===== src/rtl/alu_pkg.sv =====
// ALU operation codes and divider FSM state shared by the EX-stage datapath.
package alu_pkg;

  localparam logic [3:0] ALU_AND  = 4'b0000;
  localparam logic [3:0] ALU_OR   = 4'b0001;
  localparam logic [3:0] ALU_ADD  = 4'b0010;
  localparam logic [3:0] ALU_SLL  = 4'b0011;
  localparam logic [3:0] ALU_DIVU = 4'b0100;
  localparam logic [3:0] ALU_BNE  = 4'b0101;
  localparam logic [3:0] ALU_SUB  = 4'b0110;
  localparam logic [3:0] ALU_SLT  = 4'b0111;

  typedef enum logic [1:0] {
    IDLE = 2'd0,
    RUN  = 2'd1,
    DONE = 2'd2
  } divu_state_e;

endpackage


===== src/rtl/divu_step.sv =====
// One combinational restoring shift-subtract step of the unsigned divider.
module divu_step #(
  parameter int WIDTH = 32
) (
  input  logic [WIDTH-1:0] rem,
  input  logic [WIDTH-1:0] quo,
  input  logic [WIDTH-1:0] divisor,
  output logic [WIDTH-1:0] rem_nxt,
  output logic [WIDTH-1:0] quo_nxt
);

  logic [WIDTH:0] rem_sh;
  logic [WIDTH:0] trial;

  // The partial remainder stays below the divisor, so WIDTH+1 bits hold the sign of the trial.
  assign rem_sh  = {rem, quo[WIDTH-1]};
  assign trial   = rem_sh - {1'b0, divisor};
  assign rem_nxt = trial[WIDTH] ? rem_sh[WIDTH-1:0] : trial[WIDTH-1:0];
  assign quo_nxt = {quo[WIDTH-2:0], ~trial[WIDTH]};

endmodule


===== src/rtl/divu_seq.sv =====
// Multi-cycle unsigned restoring divider for DIVU; WIDTH+1 cycles start-to-done, busy stalls EX.
// DIVU_DBZ_FAST_EN: a zero divisor completes in one cycle and raises div_by_zero.
module divu_seq
  import alu_pkg::*;
#(
  parameter int WIDTH = 32,
  parameter int CNT_W = 6
) (
  input  logic             clk,
  input  logic             rst,
  input  logic [3:0]       SignalIn,
  input  logic             start,
  input  logic             flush,
  input  logic [WIDTH-1:0] dividend,
  input  logic [WIDTH-1:0] divisor,
  output logic             busy,
  output logic             done,
  output logic [WIDTH-1:0] quotient,
  output logic [WIDTH-1:0] remainder,
  output logic             div_by_zero
);

  divu_state_e      state_q;
  logic [WIDTH-1:0] rem_q, quo_q, dvsr_q;
  logic [WIDTH-1:0] rem_d, quo_d;
  logic [CNT_W-1:0] cnt_q;
  logic             busy_q, done_q;
  logic [WIDTH-1:0] quotient_q, remainder_q;
  logic             accept;

  assign accept = start && (SignalIn == ALU_DIVU);

  divu_step #(.WIDTH(WIDTH)) u_step (
    .rem     (rem_q),
    .quo     (quo_q),
    .divisor (dvsr_q),
    .rem_nxt (rem_d),
    .quo_nxt (quo_d)
  );

`ifdef DIVU_DBZ_FAST_EN
  logic dbz_q;
  assign div_by_zero = dbz_q;
`else
  assign div_by_zero = 1'b0;
`endif

  always_ff @(posedge clk or posedge rst) begin
    if (rst) begin
      state_q     <= IDLE;
      rem_q       <= '0;
      quo_q       <= '0;
      dvsr_q      <= '0;
      cnt_q       <= '0;
      busy_q      <= 1'b0;
      done_q      <= 1'b0;
      quotient_q  <= '0;
      remainder_q <= '0;
`ifdef DIVU_DBZ_FAST_EN
      dbz_q       <= 1'b0;
`endif
    end else begin
      done_q <= 1'b0;
      if (flush) begin
        state_q <= IDLE;
        busy_q  <= 1'b0;
      end else begin
        case (state_q)
          RUN: begin
            rem_q <= rem_d;
            quo_q <= quo_d;
            cnt_q <= cnt_q + 1'b1;
            if (cnt_q == CNT_W'(WIDTH - 1)) begin
              state_q     <= DONE;
              busy_q      <= 1'b0;
              done_q      <= 1'b1;
              quotient_q  <= quo_d;
              remainder_q <= rem_d;
`ifdef DIVU_DBZ_FAST_EN
              dbz_q       <= 1'b0;
`endif
            end
          end
          default: begin
            if (accept) begin
              dvsr_q <= divisor;
              rem_q  <= '0;
              quo_q  <= dividend;
              cnt_q  <= '0;
`ifdef DIVU_DBZ_FAST_EN
              if (divisor == '0) begin
                state_q     <= DONE;
                busy_q      <= 1'b0;
                done_q      <= 1'b1;
                quotient_q  <= '1;
                remainder_q <= dividend;
                dbz_q       <= 1'b1;
              end else begin
                state_q <= RUN;
                busy_q  <= 1'b1;
              end
`else
              state_q <= RUN;
              busy_q  <= 1'b1;
`endif
            end else begin
              state_q <= IDLE;
              busy_q  <= 1'b0;
            end
          end
        endcase
      end
    end
  end

  assign busy      = busy_q;
  assign done      = done_q;
  assign quotient  = quotient_q;
  assign remainder = remainder_q;

endmodule

===== config.mk =====
export PLATFORM = sky130hd
export DESIGN_NAME = divu_seq
export DESIGN_NICKNAME = d
export VERILOG_FILES = /design/src/rtl/alu_pkg.sv /design/src/rtl/divu_step.sv /design/src/rtl/divu_seq.sv
export SDC_FILE = /design/constraint.sdc
export NUM_CORES = 1
export LEC_CHECK = 0
export ABC_CLOCK_PERIOD_IN_PS = 4800
export BUFFER_PORTS_ARGS = -buffer_cell sky130_fd_sc_hd__buf_2
export CORE_ASPECT_RATIO = 1.2
export CORE_MARGIN = 2
export CORE_UTILIZATION = 45
export DETAILED_ROUTE_END_ITERATION = 8
export PLACE_DENSITY_LB_ADDON = 0.3
export REMOVE_ABC_BUFFERS = 1
export SLEW_MARGIN = 15
export SYNTH_ARGS = -nofsm -noshare
export SYNTH_HDL_FRONTEND = slang
export SYNTH_SLANG_ARGS = --single-unit

===== constraint.sdc =====
create_clock -name clk -period 4.8 [get_ports clk]
set_input_delay 0.24 -clock clk [delete_from_list [all_inputs] [get_ports clk]]
set_output_delay 0.24 -clock clk [all_outputs]
set_load 0.02 [all_outputs]

# Word level (Yosys, flattened, before mapping)
# Cells that the tools add are included.
# W data, S select, Z words.
[totals]
reg_bits = 170
input_bits = 72
out_inout_bits = 67
elab_cells = 41
[op_classes]
addsub = 2
n_eq_ne = 4
muxes = 18
bitwise = 3
n_reduce_logical = 5
[op_table]
columns = ["op", "n"]
rows = [
  ["$mux W32", 5],
  ["$sub A33 B32 Y33", 1],
  ["$mux W6", 2],
  ["$mux W1", 8],
  ["$add A6 B1 Y6 const B", 1],
  ["$eq A6 B5 Y1 const B", 1],
  ["$mux W2", 3],
  ["$reduce_and A3 Y1", 2],
  ["$eq A4 B3 Y1 const B", 1],
  ["$ne A3 B3 Y1 const B", 1],
  ["$not A1 Y1", 3],
  ["$eq A2 B1 Y1 const B", 1],
  ["$reduce_and A2 Y1", 1],
  ["$reduce_bool A2 Y1", 1],
  ["$logic_and A1 B1 Y1", 1],
]

# Logic depth before layout (Yosys ltp)
# Gate-level depths: netlist (run 1).
[logic_depth]
word_depth = 5
ltp_mapped = 13
depth_no_buf = 12

# Hierarchy
# From an unflattened synthesis (run 1), not the netlist that was laid out.
[unflattened]
hier_cells = 837
hier_area_um2 = 9318.9
[by_module_without_submodules]
columns = ["mod", "n_inst", "cells_per_inst", "area_per_inst_um2", "seq_area_each_um2"]
rows = [
  ["divu_seq", 1, 501, 6727.7, 4229.1],
  ["divu_step", 1, 336, 2591.2, 0.0],
]

# Worst setup path after synthesis (run 1)
# No wires, ideal clock.
[synth_path]
path_kind = "flip-flop to flip-flop"
from = "register quo_q[31]"
to = "register rem_q[10]"
setup_time_ns = 0.132
arrival_time_ns = 2.954
required_time_ns = 4.668
setup_slack_ns = 1.714
path_stages_with_launch = 14
path_buffers = 1
period_less_slack_ns = 3.086
cell_sequence = "dfrtp_1 -> inv_1 -> ha_1 -> fa_1 -> nor2b_1 -> o2111ai_1 -> nand3b_1 -> a21oi_2 -> o41ai_4 -> o21ai_4 -> xor2_4 -> buf_12 -> mux2i_1 -> o21ai_1"
[synth_via]
elab_chain_cells = 3
[synth_rtl]
columns = ["item", "line", "rtl"]
rows = [
  ["start, declared", "divu_seq.sv:24", "logic [WIDTH-1:0] rem_q, quo_q, dvsr_q;"],
  ["start signal, assigned", "divu_seq.sv:71", "quo_q <= quo_d;"],
  ["start signal, assigned", "divu_seq.sv:88", "quo_q <= dividend;"],
  ["$sub A33 B32 Y33", "divu_step.sv:17", "assign trial = rem_sh - {1'b0, divisor};"],
  ["$mux W32", "divu_step.sv:18", "assign rem_nxt = trial[WIDTH] ? rem_sh[WIDTH-1:0] : trial[WIDTH-1:0];"],
  ["$mux W32", "divu_seq.sv:68", "case (state_q)"],
  ["end signal, assigned", "divu_seq.sv:70", "rem_q <= rem_d;"],
  ["end, declared", "divu_seq.sv:24", ""],
]
# Every way passes these cells.
# A chain may end at the register's enable or synchronous reset.

# Final worst setup path (run 1)
[layout_path]
from = "register quo_q[31]"
to = "register remainder_q[20] (netlist: remainder[20])"
[layout_via]
elab_chain_cells = 2
[layout_rtl]
columns = ["item", "line", "rtl"]
rows = [
  ["$sub A33 B32 Y33", "divu_step.sv:17", ""],
  ["$mux W32", "divu_step.sv:18", ""],
  ["end signal, assigned", "divu_seq.sv:78", "remainder_q <= rem_d;"],
  ["end, declared", "divu_seq.sv:28", "logic [WIDTH-1:0] quotient_q, remainder_q;"],
]
# Every way passes these cells.

==> results.toml, run 1 <==
[grt]
overflow = 0
grt_use_total_pct = 20.2
first_global_vias = 6832
grt_max_degree = 100
antenna_found_initial = 1
grt_pass1_wl_mm = 33.8

[drt]
drt-total-wl_mm = 19.9
drc = 0
drtPass1Iterations = 6
ant_nets = 0
first_iter_violations = 281
dr_total_vias = 6765
vias_per_cell = 5.12
wire_per_inst_um = 15.0

[worst_setup_path]
path_cells = "inv_1, ha_1, fa_1, nor2b_1, o2111ai_1, nand3b_1, a21oi_2, o41ai_4, o21ai_4, xor2_4, buf_4, mux2i_1, o21ai_1"
crit_path_max_incr_delay_ps = 520
required_ps = 5060
crit_path_start = "quo_q[31]"
crit_type = "reg2reg"
cp_top_family = "compound AO/OA/AOI/OAI gates"
worstPathArrival_ps = 4020
path_buf_inv = 2
slowest_stage = "xor2_4"
cp-end-kind = "flip-flop"
crit_path_start_kind = "flip-flop"
cp_max_fo = 16
r2r-start = "quo_q[31]"

[synth]
synth_area_per_cell_um2 = 9.30
synth.most_common_cell = "nand2_1"
async_reset_ff_share_pct = 100
seq_area_frac_synth_pct = 48.4
synth_area_leader_cell = "dfrtp_1"
yosysWarnings = 0
synthCells = 939
ys.flop_type = "dfrtp_1"
netlist.area_leader.share_pct = 48.4
synth_enable_flop_cells = 0
synthDistinctLibCells = 54
yosys-top-cells-count = "nand2_1 (226), dfrtp_1 (169), o21ai_0 (91), mux2i_1 (61), o21ai_1 (52)"
synth_area_leaders = "dfrtp_1 (48%), nand2_1 (9.7%), mux2i_1 (7.0%)"
ys_ff_latch = 169
syn-cell-area_um2 = 8730

[job]
drv_cap = 0

[layout]
regArea_um2 = 4230
multi_input_area_um2 = 4060
final_util_pct = 53.9
drive_gt1_share_pct = 18.4
area_growth_pct = 16.8
layout.nets = 1157
fill_cells = 1753

[power_and_ir_drop]
leakagePower_nw = 5.58
cellPowerDensity_nw_per_um2 = 517
peakVddDrop_v = 0.000284
power_mw = 5.27

[timing]
layout_setup_ws_ps = 1040
rsz0062_at_grt = "false"
min_period_ps = 3760
hold_viol = 0
period_share_pct = 78.3
final.setup_skew_ps = 7.83
drv_slew = 0
finalSetupViolCount = 0
worst_pin_slew_ps = 1060
fmax_mhz = 266
max-slew-margin-rel_pct = 29.1

[clock_network]
postCtsSetupRepairBufs = 0
postCtsHoldBufs = 2
worstSkewPairLatency_ps = 420
clk_pin_slew_ps = 70
tritoncts = "built"
numClockSinks = 169
cts_made_buffers = 17
htree_levels = 4
clk_path_buf_depth = 2
post_cts_resized = 0
clockRootBuffer = "clkbuf_16"

[worst_hold_path]
worstHoldStart = "divisor[11]"
hp-class = "in2reg"

[placed_design]
port-buffer-count = 137
place_ws_ps = 1040
place_congestion = 0.885
place_hpwl_mm = 13.6

[floorplanning]
core_um2 = 18900
pin_count = 139
fp-row-count = 55
dieArea_um2 = 20500
die_width_um = 131
die_y_um = 157
start_util_pct = 46.1

[run_status]
outcome = "completed"
==> logic make-up (layout without fill, tap and decap cells) <==
logic type	after synthesis	after routing	share of synthesized area (%)
AND/OR/NAND/NOR	315	315	15.1
flip-flops	169	169	48.4
adder cells (fa/ha/maj)	34	34	4.96
buffers and inverters	94	219	5.29
other	1	2	0.0429
multiplexers	63	63	7.25
XOR/XNOR	32	32	3.42
AO/OA/AOI/OAI	231	231	15.5
==> power breakdown <==
part	total (mW)	switching (mW)	internal [mW]
Clock	1.49	0.587	0.906
Sequential	1.85	0.182	1.67
Combinational	1.92	1.11	0.813
==> per-stage QoR <==
| step | hold slack (ps) | area, um2 | std cells | setup TNS [ps] |
|---|---|---|---|---|
| 3_3_place_gp | 404 | 9510 | 1285 | 0 |
| 2_1_floorplan | 345 | 8410 | 883 | -2710 |
| 4_1_cts | 6.79 | 10200 | 1319 | 0 |
| 5_1_grt | 13.3 | 10200 | 1320 | 0 |
| 6_report | 20.5 | 10200 | 1321 | 0 |
| 3_5_place_dp | 403 | 9510 | 1285 | 0 |
==> flip-flops by register name, summed over array words and instances, names as in the netlist <==
name	flops
cnt_q	6
done	1
quotient	32
quo_q	32
remainder	32
rem_q	32
state_q	2
dvsr_q	32
==> worst min-delay path, stage by stage <==
cell	delay (ps)
buf_2	70
nand2_1	30
o21ai_0	60
==> final cells by class <==
cell class | instances | area share, %
Clock buffer | 19 | 4.44
Tap cell | 256 | 3.14
Antenna cell | 1 | 0.0245
Timing Repair Buffer | 149 | 7.78
Clock inverter | 13 | 1.87
Sequential cell | 169 | 41.5
Multi-Input combinational cell | 676 | 39.8
Inverter | 38 | 1.45
==> layer usage <==
layer	GRT usage [%]	vias up	part of all wire [%]
met1	26.0	3172	46
met2	34.0	150	48
met4	4.40	0	0.93
met5	0	-	0
li1	-	3426	-
met3	5.83	17	5.8
==> final timing paths <==
kind / to / slack (ps) / cells after the start
setup / recovery: remainder[20] / 1040 / 13
min in group asynchronous: quotient[7] / 480 / 3
hold reg to reg: quotient[10] / 470 / 2
hold / removal: dvsr_q[11] / 20 / 3
setup reg to reg: remainder[20] / 1040 / 13
max in group asynchronous: dvsr_q[8] / 3220 / 4
==> cells in the final DEF, fill, tap and decap left out, types with 5 or more instances in the layout <==
cell         n
and3_1       5
a21oi_1     34
dfrtp_1    169
o21ai_0     91
nand3_1     29
o21ai_1     52
mux2i_1     61
ha_1        33
a31oi_1      8
nand2_1    225
xor2_1      11
buf_4        9
xnor2_1     20
clkbuf_16   17
nor2_1      22
nand4_1      9
inv_1       37
buf_2      137
a21o_1      19
(Power assumes the default switching activity.)
==> inputs of run 2 (changes only) <==
--- a/config.mk
+++ b/config.mk
@@ -5,7 +5,7 @@
 export SDC_FILE = /design/constraint.sdc
 export NUM_CORES = 1
 export LEC_CHECK = 0
-export ABC_CLOCK_PERIOD_IN_PS = 4800
+export ABC_CLOCK_PERIOD_IN_PS = 3850
 export BUFFER_PORTS_ARGS = -buffer_cell sky130_fd_sc_hd__buf_2
 export CORE_ASPECT_RATIO = 1.2
 export CORE_MARGIN = 2
==> constraint.sdc (replaced) <==
create_clock -name clk -period 3.85 [get_ports clk]
set_input_delay 0.1925 -clock clk [delete_from_list [all_inputs] [get_ports clk]]
set_output_delay 0.1925 -clock clk [all_outputs]
set_load 0.02 [all_outputs]
==> results.toml, run 2 (synthesized netlist as in run 1, its figures left out) <==
[floorplanning]
fp-row-count = 55
pin_count = 139
dieArea_um2 = 20500
die_width_um = 131
start_util_pct = 46.1
die_y_um = 157
core_um2 = 18900

[layout]
final_util_pct = 55.1
regArea_um2 = 4230
layout.cells.non_filler = 1350
final_cell_mix = "nand2_1 (225), dfrtp_1 (169), buf_2 (137), o21ai_0 (91), mux2i_1 (61)"
fill_cells = 1752
diodes = 0
area_growth_pct = 19.4
drive_gt1_share_pct = 18.0
multi_input_area_um2 = 4060
final_common_cell = "nand2_1"
layout.nets = 1187

[run_status]
outcome = "finished, violations left"
violations = "negative hold slack"

[worst_setup_path]
crit_path_start_kind = "flip-flop"
worstPathArrival_ps = 3790
crit_type = "reg2reg"
cp-end-kind = "flip-flop"
required_ps = 4130
cp_max_fo = 14

[clock_network]
clockRootBuffer = "clkbuf_16"
numClockSinks = 169
worstSkewPairLatency_ps = 440
cts_made_buffers = 17
clk_pin_slew_ps = 70
post_cts_resized = 0
tritoncts = "built"
htree_levels = 4
clk_path_buf_depth = 2

[drt]
wire_per_inst_um = 15.1
first_iter_violations = 398
drtPass1Iterations = 5
dr_total_vias = 6981
ant_nets = 0
vias_per_cell = 5.17
drt-total-wl_mm = 20.3
drc = 0

[timing]
period_share_pct = 91.2
rsz0062_at_grt = "false"
layout_setup_ws_ps = 337
fmax_mhz = 285
hold_viol = 16
setup_tns_ps = 0
whs_ps = -20.4
finalSetupViolCount = 0
min_period_ps = 3510
max-slew-margin-rel_pct = 33.8
worst_pin_slew_ps = 992
final.setup_skew_ps = 11.8
drv_slew = 0

[grt]
grt_pass1_wl_mm = 34.4
grt_max_degree = 109
overflow = 0
antenna_found_initial = 0
grt_use_total_pct = 20.7
first_global_vias = 7020

[job]
drv_cap = 0

[power_and_ir_drop]
leakagePower_nw = 5.67
peakVddDrop_v = 0.000376
cellPowerDensity_nw_per_um2 = 617

[placed_design]
place_congestion = 0.869
place_ws_ps = 376
port-buffer-count = 137
place_hpwl_mm = 13.8
placedCellCount = 1287

[worst_hold_path]
hp-class = "in2async"
==> run 2: metrics by stage <==
step | cell area, um2 | power, mW
2_1_floorplan | 8410 | 4.20
3_3_place_gp | 9540 | 4.69
3_5_place_dp | 9540 | 4.74
4_1_cts | 10400 | 6.48
5_1_grt | 10400 | 6.90
6_report | 10400 | 6.44
==> run 2: area by class of cell <==
class | count | share of cell area, %
multi-input combinational | 676 | 39.0
timing repair buffer | 179 | 10.5
inverter | 38 | 1.42
tap | 256 | 3.07
clock inverter | 15 | 1.44
clock buffer | 17 | 4.08
sequential | 169 | 40.6
==> run 2: what timing repair did <==
action / in CTS / in global routing
hold buffers: 31 / 0
endpoints found under the hold margin: 31 / 0
setup buffers: 0 / 0
setup endpoints to repair: 0 / 0
==> run 2: worst max-delay path, cell delays in order, from the launching register on <==
cell and delay [ps]:
dfrtp_1 350, inv_1 50, ha_1 210, fa_1 410, nor2b_1 160, o2111ai_1 170
nand3b_1 200, a21oi_2 140, o41ai_4 490, o21ai_4 130, xor2_4 320, buf_4 340
mux2i_1 290, o21ai_1 100
==> run 2: final timing paths <==
check	startpoint	end	slack [ps]	cells past startpoint
max in group asynchronous	rst	quotient[31]	3000	3
min in group clk	divisor[1]	dvsr_q[1]	10	3
setup reg to reg	quo_q[31]	remainder[14]	340	13
hold reg to reg	quotient[28]	quotient[28]	470	2
hold / removal	rst	dvsr_q[27]	-20	2
setup / recovery	quo_q[31]	remainder[14]	340	13
==> run 2: power by group <==
group | switching [mW] | internal, mW
clock network | 0.815 | 0.865
logic | 1.40 | 1.04
registers | 0.227 | 2.08
==> run 2: metal layers <==
metal / global-route usage [%] / part of all wire (%) / vias up
li1: - / - / 3487
met5: 0 / 0 / -
met2: 35.3 / 49 / 160
met3: 6.06 / 6.4 / 14
met4: 6.11 / 1.1 / 0
met1: 25.6 / 44 / 3320
